$ cat src/rtl/fifo_wr_arbiter_if.sv
// rtl/fifo_wr_arbiter_if.sv - requester and FIFO write-port bundle for fifo_wr_arbiter
interface fifo_wr_arbiter_if #(
    parameter int FIFO_WIDTH = 16,
    parameter int NUM_REQ    = 4
);
    logic [NUM_REQ-1:0]            req_i;
    logic [NUM_REQ*FIFO_WIDTH-1:0] req_data_i;
    logic [NUM_REQ-1:0]            ready_o;
    logic [NUM_REQ-1:0]            grant_o;
    logic                          fifo_wr_en_o;
    logic [FIFO_WIDTH-1:0]         fifo_data_o;
    logic                          fifo_full_i;
    logic                          fifo_wr_ack_i;
    logic                          fifo_overflow_i;

    modport master (
        input  req_i, req_data_i, fifo_full_i, fifo_wr_ack_i, fifo_overflow_i,
        output ready_o, grant_o, fifo_wr_en_o, fifo_data_o
    );

    modport slave (
        output req_i, req_data_i, fifo_full_i, fifo_wr_ack_i, fifo_overflow_i,
        input  ready_o, grant_o, fifo_wr_en_o, fifo_data_o
    );
endinterface

$ cat src/rtl/fifo_wr_arbiter.sv
// rtl/fifo_wr_arbiter.sv - round-robin burst arbiter for a shared FIFO write port
// Optional per-requester beat and error counters are built when FIFO_ARB_STATS_EN is defined.
module fifo_wr_arbiter #(
    parameter int FIFO_WIDTH = 16,
    parameter int NUM_REQ    = 4,
    parameter int MAX_BURST  = 4
) (
    input  logic                    clk,
    input  logic                    rst,
    fifo_wr_arbiter_if.master       bus,
    output logic                    err_o
`ifdef FIFO_ARB_STATS_EN
    ,
    output logic [NUM_REQ*16-1:0]   beat_cnt_o,
    output logic [7:0]              err_cnt_o
`endif
);
    localparam int         IDXW      = $clog2(NUM_REQ);
    localparam logic [0:0] ST_IDLE   = 1'b0;
    localparam logic [0:0] ST_BURST  = 1'b1;
    localparam logic [3:0] LAST_BEAT = 4'(MAX_BURST - 1);

    logic [0:0]         state_q, state_d;
    logic [NUM_REQ-1:0] grant_q, grant_d;
    logic [IDXW-1:0]    owner_q, owner_d;
    logic [IDXW-1:0]    last_owner_q, last_owner_d;
    logic [3:0]         beat_cnt_q, beat_cnt_d;
    logic               err_q, err_d;
    logic               pending_ack_q, pending_ack_d;

    logic                  active;
    logic                  owner_req;
    logic                  xfer;
    logic                  release_burst;
    logic                  err_set;
    logic [NUM_REQ-1:0]    others;
    logic [FIFO_WIDTH-1:0] sel_data;

    // First requester after 'last' in circular order; 'last' itself is checked last.
    function automatic logic [IDXW-1:0] rr_pick(input logic [NUM_REQ-1:0] r,
                                                input logic [IDXW-1:0]    last);
        int   idx;
        logic found;
        rr_pick = '0;
        found   = 1'b0;
        for (int i = 1; i <= NUM_REQ; i++) begin
            idx = (int'(last) + i) % NUM_REQ;
            if (!found && r[IDXW'(idx)]) begin
                rr_pick = IDXW'(idx);
                found   = 1'b1;
            end
        end
    endfunction

    always_comb begin
        sel_data = '0;
        for (int k = 0; k < NUM_REQ; k++) begin
            if (owner_q == IDXW'(k)) sel_data = bus.req_data_i[k*FIFO_WIDTH +: FIFO_WIDTH];
        end
    end

    // Outputs are gated by rst so an abandoned burst cannot write during the reset cycle.
    assign active    = !rst && (state_q == ST_BURST);
    assign owner_req = bus.req_i[owner_q];
    assign xfer      = active && owner_req && !bus.fifo_full_i;

    assign bus.ready_o      = (active && !bus.fifo_full_i) ? grant_q : '0;
    assign bus.grant_o      = grant_q;
    assign bus.fifo_wr_en_o = xfer;
    assign bus.fifo_data_o  = xfer ? sel_data : '0;
    assign err_o            = err_q;

    assign others        = bus.req_i & ~grant_q;
    assign release_burst = (xfer && (beat_cnt_q == LAST_BEAT)) || !owner_req;

    always_comb begin
        state_d      = state_q;
        owner_d      = owner_q;
        last_owner_d = last_owner_q;
        beat_cnt_d   = beat_cnt_q;
        case (state_q)
            ST_IDLE: begin
                if (|bus.req_i) begin
                    owner_d    = rr_pick(bus.req_i, last_owner_q);
                    beat_cnt_d = '0;
                    state_d    = ST_BURST;
                end
            end
            ST_BURST: begin
                if (xfer) beat_cnt_d = beat_cnt_q + 4'd1;
                if (release_burst) begin
                    last_owner_d = owner_q;
                    beat_cnt_d   = '0;
                    if (|others) begin
                        owner_d = rr_pick(others, owner_q);
                    end else if (!owner_req) begin
                        state_d = ST_IDLE;
                    end
                end
            end
            default: state_d = ST_IDLE;
        endcase
        grant_d = (state_d == ST_BURST) ? (NUM_REQ'(1) << owner_d) : '0;
    end

    assign err_set       = (bus.fifo_wr_ack_i != pending_ack_q) || bus.fifo_overflow_i;
    assign err_d         = err_q || err_set;
    assign pending_ack_d = xfer;

    always_ff @(posedge clk) begin
        if (rst) begin
            state_q       <= ST_IDLE;
            grant_q       <= '0;
            owner_q       <= '0;
            last_owner_q  <= IDXW'(NUM_REQ - 1);
            beat_cnt_q    <= '0;
            err_q         <= 1'b0;
            pending_ack_q <= 1'b0;
        end else begin
            state_q       <= state_d;
            grant_q       <= grant_d;
            owner_q       <= owner_d;
            last_owner_q  <= last_owner_d;
            beat_cnt_q    <= beat_cnt_d;
            err_q         <= err_d;
            pending_ack_q <= pending_ack_d;
        end
    end

`ifdef FIFO_ARB_STATS_EN
    logic [15:0] bcnt_q [NUM_REQ];
    logic [15:0] bcnt_d [NUM_REQ];
    logic [7:0]  err_cnt_q, err_cnt_d;

    always_comb begin
        for (int k = 0; k < NUM_REQ; k++) begin
            bcnt_d[k] = bcnt_q[k];
            if (xfer && (owner_q == IDXW'(k)) && (bcnt_q[k] != 16'hFFFF))
                bcnt_d[k] = bcnt_q[k] + 16'd1;
        end
        err_cnt_d = err_cnt_q;
        if (err_set && (err_cnt_q != 8'hFF)) err_cnt_d = err_cnt_q + 8'd1;
    end

    always_ff @(posedge clk) begin
        if (rst) begin
            for (int k = 0; k < NUM_REQ; k++) bcnt_q[k] <= '0;
            err_cnt_q <= '0;
        end else begin
            for (int k = 0; k < NUM_REQ; k++) bcnt_q[k] <= bcnt_d[k];
            err_cnt_q <= err_cnt_d;
        end
    end

    always_comb begin
        for (int k = 0; k < NUM_REQ; k++) beat_cnt_o[k*16 +: 16] = bcnt_q[k];
    end
    assign err_cnt_o = err_cnt_q;
`endif
endmodule

$ cat src/flat_wrapper.sv
// flat-port wrapper written by rule: the top's interface ports become plain ports
module fifo_wr_arbiter_flat 
#(
    parameter int FIFO_WIDTH = 16,
    parameter int NUM_REQ    = 4,
    parameter int MAX_BURST  = 4
)
  (clk, rst, err_o, bus_req_i, bus_req_data_i, bus_fifo_full_i, bus_fifo_wr_ack_i, bus_fifo_overflow_i, bus_ready_o, bus_grant_o, bus_fifo_wr_en_o, bus_fifo_data_o);
  fifo_wr_arbiter_if #(.FIFO_WIDTH(FIFO_WIDTH), .NUM_REQ(NUM_REQ)) bus_i ();
  input  logic clk;
  input  logic rst;
  output logic err_o;
  input wire logic [$bits(bus_i.req_i)-1:0] bus_req_i;
  input wire logic [$bits(bus_i.req_data_i)-1:0] bus_req_data_i;
  input wire logic [$bits(bus_i.fifo_full_i)-1:0] bus_fifo_full_i;
  input wire logic [$bits(bus_i.fifo_wr_ack_i)-1:0] bus_fifo_wr_ack_i;
  input wire logic [$bits(bus_i.fifo_overflow_i)-1:0] bus_fifo_overflow_i;
  output wire logic [$bits(bus_i.ready_o)-1:0] bus_ready_o;
  output wire logic [$bits(bus_i.grant_o)-1:0] bus_grant_o;
  output wire logic [$bits(bus_i.fifo_wr_en_o)-1:0] bus_fifo_wr_en_o;
  output wire logic [$bits(bus_i.fifo_data_o)-1:0] bus_fifo_data_o;
  assign bus_i.req_i = bus_req_i;
  assign bus_i.req_data_i = bus_req_data_i;
  assign bus_i.fifo_full_i = bus_fifo_full_i;
  assign bus_i.fifo_wr_ack_i = bus_fifo_wr_ack_i;
  assign bus_i.fifo_overflow_i = bus_fifo_overflow_i;
  assign bus_ready_o = bus_i.ready_o;
  assign bus_grant_o = bus_i.grant_o;
  assign bus_fifo_wr_en_o = bus_i.fifo_wr_en_o;
  assign bus_fifo_data_o = bus_i.fifo_data_o;
  fifo_wr_arbiter #(.FIFO_WIDTH(FIFO_WIDTH), .NUM_REQ(NUM_REQ), .MAX_BURST(MAX_BURST)) u_core (.clk(clk), .rst(rst), .bus(bus_i), .err_o(err_o));
endmodule
$ cat config.mk
export PLATFORM = sky130hd
export DESIGN_NAME = fifo_wr_arbiter_flat
export DESIGN_NICKNAME = d
export VERILOG_FILES = /design/src/rtl/fifo_wr_arbiter_if.sv /design/src/rtl/fifo_wr_arbiter.sv /design/src/flat_wrapper.sv
export SDC_FILE = /design/constraint.sdc
export NUM_CORES = 1
export LEC_CHECK = 0
export CAP_MARGIN = 20
export CORE_MARGIN = 2
export CORE_UTILIZATION = 39
export CTS_CLUSTER_SIZE = 12
export DETAILED_ROUTE_END_ITERATION = 10
export GPL_TIMING_DRIVEN = 0
export PLACE_DENSITY = 0.94
export SLEW_MARGIN = 0
export SYNTH_ARGS = -nofsm -noshare
export SYNTH_HDL_FRONTEND = slang
export SYNTH_SLANG_ARGS = --single-unit
$ cat constraint.sdc
create_clock -name clk -period 8 [get_ports clk]
set_input_delay 2.4 -clock clk [delete_from_list [all_inputs] [get_ports clk]]
set_output_delay 2.4 -clock clk [all_outputs]
set_load 0.05 [all_outputs]
==> summary.md <==
| Metric | Value |
|---|---|
| Status | finished, final reports clean |
| Adder-cell share of the synthesized area | 4.14% |
| Num rows | 22 |
| Seq cells post-synth | 15 |
| Initial core utilization | 40.9% |
| Max Root-Sink Buffers | 2 |
| Worst path max stage delay | 720 ps |
| Chip width | 66.2 microns |
| Simple-gate share of the synthesized area | 35.3% |
| H-tree levels | 1 |
| Synth cell types | 40 |
| Final period utilization | 92.7% |
| Residual DRC | 0 |
| Clock skew | 1.66 ps |
| Top FF cell, synth | dfxtp_1 |
| Fraction of layout cells with a size suffix above 1 | 5.25% |
| WL met1 | 2.15 mm |
| Critical-path top delay cell | clkdlybuf4s50_1 |
| Worst slack at placement | 583 ps |
| Post-synth top area cell | dfxtp_1 |
| RSZ-0062 raised after global routing | no |
| I/O pin count | 99 |
| DRT Pass-1 Iters | 4 |
| Leak Pwr | 0.950 nW |
| Top cell type's share of synthesized area | 19.9% |
| WL met2 | 2.68 mm |
| Area grow syn2layout | 71.3% |
| Final ANT Viol Nets | 0 |
| Core region area | 3690 sq um |
| Cts bufs inserted | 3 |
| CP Capture Type | output pin |
| CP dominant cell by count | clkdlybuf4s50_1 |
| Max VDD drop | 0.000124 V |
| Post-DP Area | 2540 sq um |
| EDFF count, synth | 0 |
| Max Used Layer | met4 |
| Vias | 1913 |
| Critical path cell sequence | clkdlybuf4s50_1 > mux4_2 > nand2_1 > clkbuf_1 > nor2_1 > clkdlybuf4s50_1 |
| Finish-stage setup viols | 0 |
| Yosys warns | 0 |
| Setup TNS Final | 0 ps |
| All-Layer GR Usage | 23.2% |
| Ys async rst share | 0% |
| Initial antenna violation count | 0 |
| CP Data Arrival Time | 5020 ps |
| Final wirelength | 5.43 mm |
| Worst Max-Slew Pin Slew | 557 ps |
| Mean Syn Cell Area | 7.40 sq um |
| TritonCTS clock tree | built |
| Grt total ovfl | 0 |
| Register area share after synthesis | 19.9% |
| Max_cap viols | 0 |
| Worst Hold Slack | 492 ps |
| DR iter-0 viols | 161 |
| GPL Wtd Cong | 0.860 |
| Root Buffer | clkbuf_8 |
| Largest net degree at the start of global routing | 11 |
| Setup CP Type | primary input to output pin |
| Die height | 66.2 microns |
| Post-route setup slack | 581 ps |
| Final instance area | 2590 sq um |
| Final min period | 7420 ps |
| Crit Path Max Fanout | 10 |
| Clk sinks | 15 |
| Power Dens Cells | 147 nW/um^2 |
| Critical Path RT | 5600 ps |
| First-pass GRT wire length | 8.06 mm |
| Total setup buffers inserted after CTS | 0 |
| Vias per cell | 5.42 |
| Nets | 384 |
| Final core utilization | 70.1% |
| Reg clk slew, reported paths | 60 ps |
| Post-Syn Area | 1510 sq um |
| Final Slew Violations | 0 |
| Vias in the first global route | 1785 |
| Worst slew margin | 62.8% |
| Cts hold-fix bufs | 0 |
| FMAX | 135 MHz |
| Element type at the critical path start | primary input |
| Clk Latency, worst-skew pair | 240 ps |
| DIE AREA | 4390 sq um |
| Port Buf Inserts | 97 |
| Final hold violations | 0 |
| Hold/Removal Path Class | register to register |
| XOR/XNOR Fraction of Synth Area | 2.32% |
| Post-synthesis compound-gate area fraction | 28.9% |
| Post-synthesis mux area share | 3.73% |
| Ant. Diodes | 0 |
| Dominant cells by area after synthesis | dfxtp_1, a221oi_1, nor2b_1, nor2_1, a21oi_1 |
| Post-Syn Nets | 282 |
| Drt wl/cell | 15.4 microns |
| Routed wl met3 | 559 microns |
| # resized after CTS | 0 |
| Hpwl dp | 4.39 mm |
| Largest family of logic cells by synthesized area | simple AND/OR/NAND/NOR gates |
| Syn Inst Count | 204 |
==> stage by stage <==
stage	power [mW]	instances
2_1_floorplan	0.243	204
3_3_place_gp	0.316	349
3_5_place_dp	0.321	349
4_1_cts	0.381	353
5_1_grt	0.405	353
6_report	0.381	353
==> cells in the mapped netlist (all sizes together), types with 2 or more instances <==
library cell	n
xor2	2
nor2	32
ha	5
a221oi	16
o21ai	4
nand2	4
xnor2	2
a211oi	5
mux4	2
nand4	2
a21oi	23
inv	9
nor3b	5
and2	4
nand2b	5
clkbuf	13
nor2b	20
nor3	19
dfxtp	15
a211o	3
==> where the power goes <==
part / leakage [nW] / switching, mW / total, mW / internal, mW
Sequential: 0.123 / 0.00900 / 0.0915 / 0.0825
Clock: 0.0228 / 0.0243 / 0.0595 / 0.0352
Combinational: 0.803 / 0.121 / 0.230 / 0.109
Total: 0.950 / 0.155 / 0.381 / 0.226
==> cell families after synthesis <==
| family | count (synthesis) |
|---|---|
| and+or+nand+nor | 98 |
| muxes | 3 |
| AOI/OAI and AO/OA | 57 |
| xor gates and xnor gates | 4 |
| DFF | 15 |
| buffers and inverters | 22 |
| adders and majority gates | 5 |
==> layer usage <==
metal,track usage [%],vias to the layer above
li1,-,946
met1,27.8,877
met2,43.3,84
met3,3.75,6
met4,4.59,0
met5,0,-
==> sequential cells by signal (all words and copies together), names as in the netlist <==
register,cells
u_core.state_q,1
u_core.last_owner_q,2
u_core.beat_cnt_q,4
u_core.pending_ack_q,1
u_core.owner_q,2
u_core.err_o,1
u_core.bus.grant_o,4
==> layout make-up <==
class / count / area, sq um
multi-input cells: 167 / 1120
fillers: 313 / 1100
repair buffers: 97 / 971
flip-flops and latches: 15 / 300
well taps: 48 / 60.1
plain buffers: 13 / 52.6
clock buffers: 4 / 45.0
inverters: 9 / 33.8
==> worst max-delay path, delay by kind of cell <==
family / cells / cell delay, ps
simple gates: 2 / 410
mux: 1 / 560
buf+inv: 3 / 1640
==> cells in the final DEF (no fill, tap or decap), types with 3 or more instances in the layout <==
| cell | count |
|---|---|
| nand2_1 | 3 |
| ha_1 | 5 |
| a211oi_1 | 4 |
| clkdlybuf4s50_1 | 97 |
| a211o_1 | 3 |
| inv_1 | 9 |
| nand2b_1 | 4 |
| nor3b_1 | 4 |
| a221oi_1 | 15 |
| a21oi_1 | 23 |
| nor2_1 | 32 |
| clkbuf_1 | 13 |
| and2_1 | 4 |
| nor3_1 | 19 |
| clkbuf_8 | 3 |
| o21ai_0 | 4 |
| nor2b_1 | 20 |
| dfxtp_1 | 15 |
==> final timing paths <==
check	start	to	slack, ps	cells past startpoint
setup reg to reg	u_core.owner_q[0]	u_core.bus.grant_o[0]	5670	9
setup / recovery	bus_req_i[3]	bus_fifo_data_o[8]	580	6
hold / removal	u_core.last_owner_q[0]	u_core.last_owner_q[0]	490	1
hold reg to reg	u_core.last_owner_q[0]	u_core.last_owner_q[0]	490	1
Power figures use the tool's default switching activity.
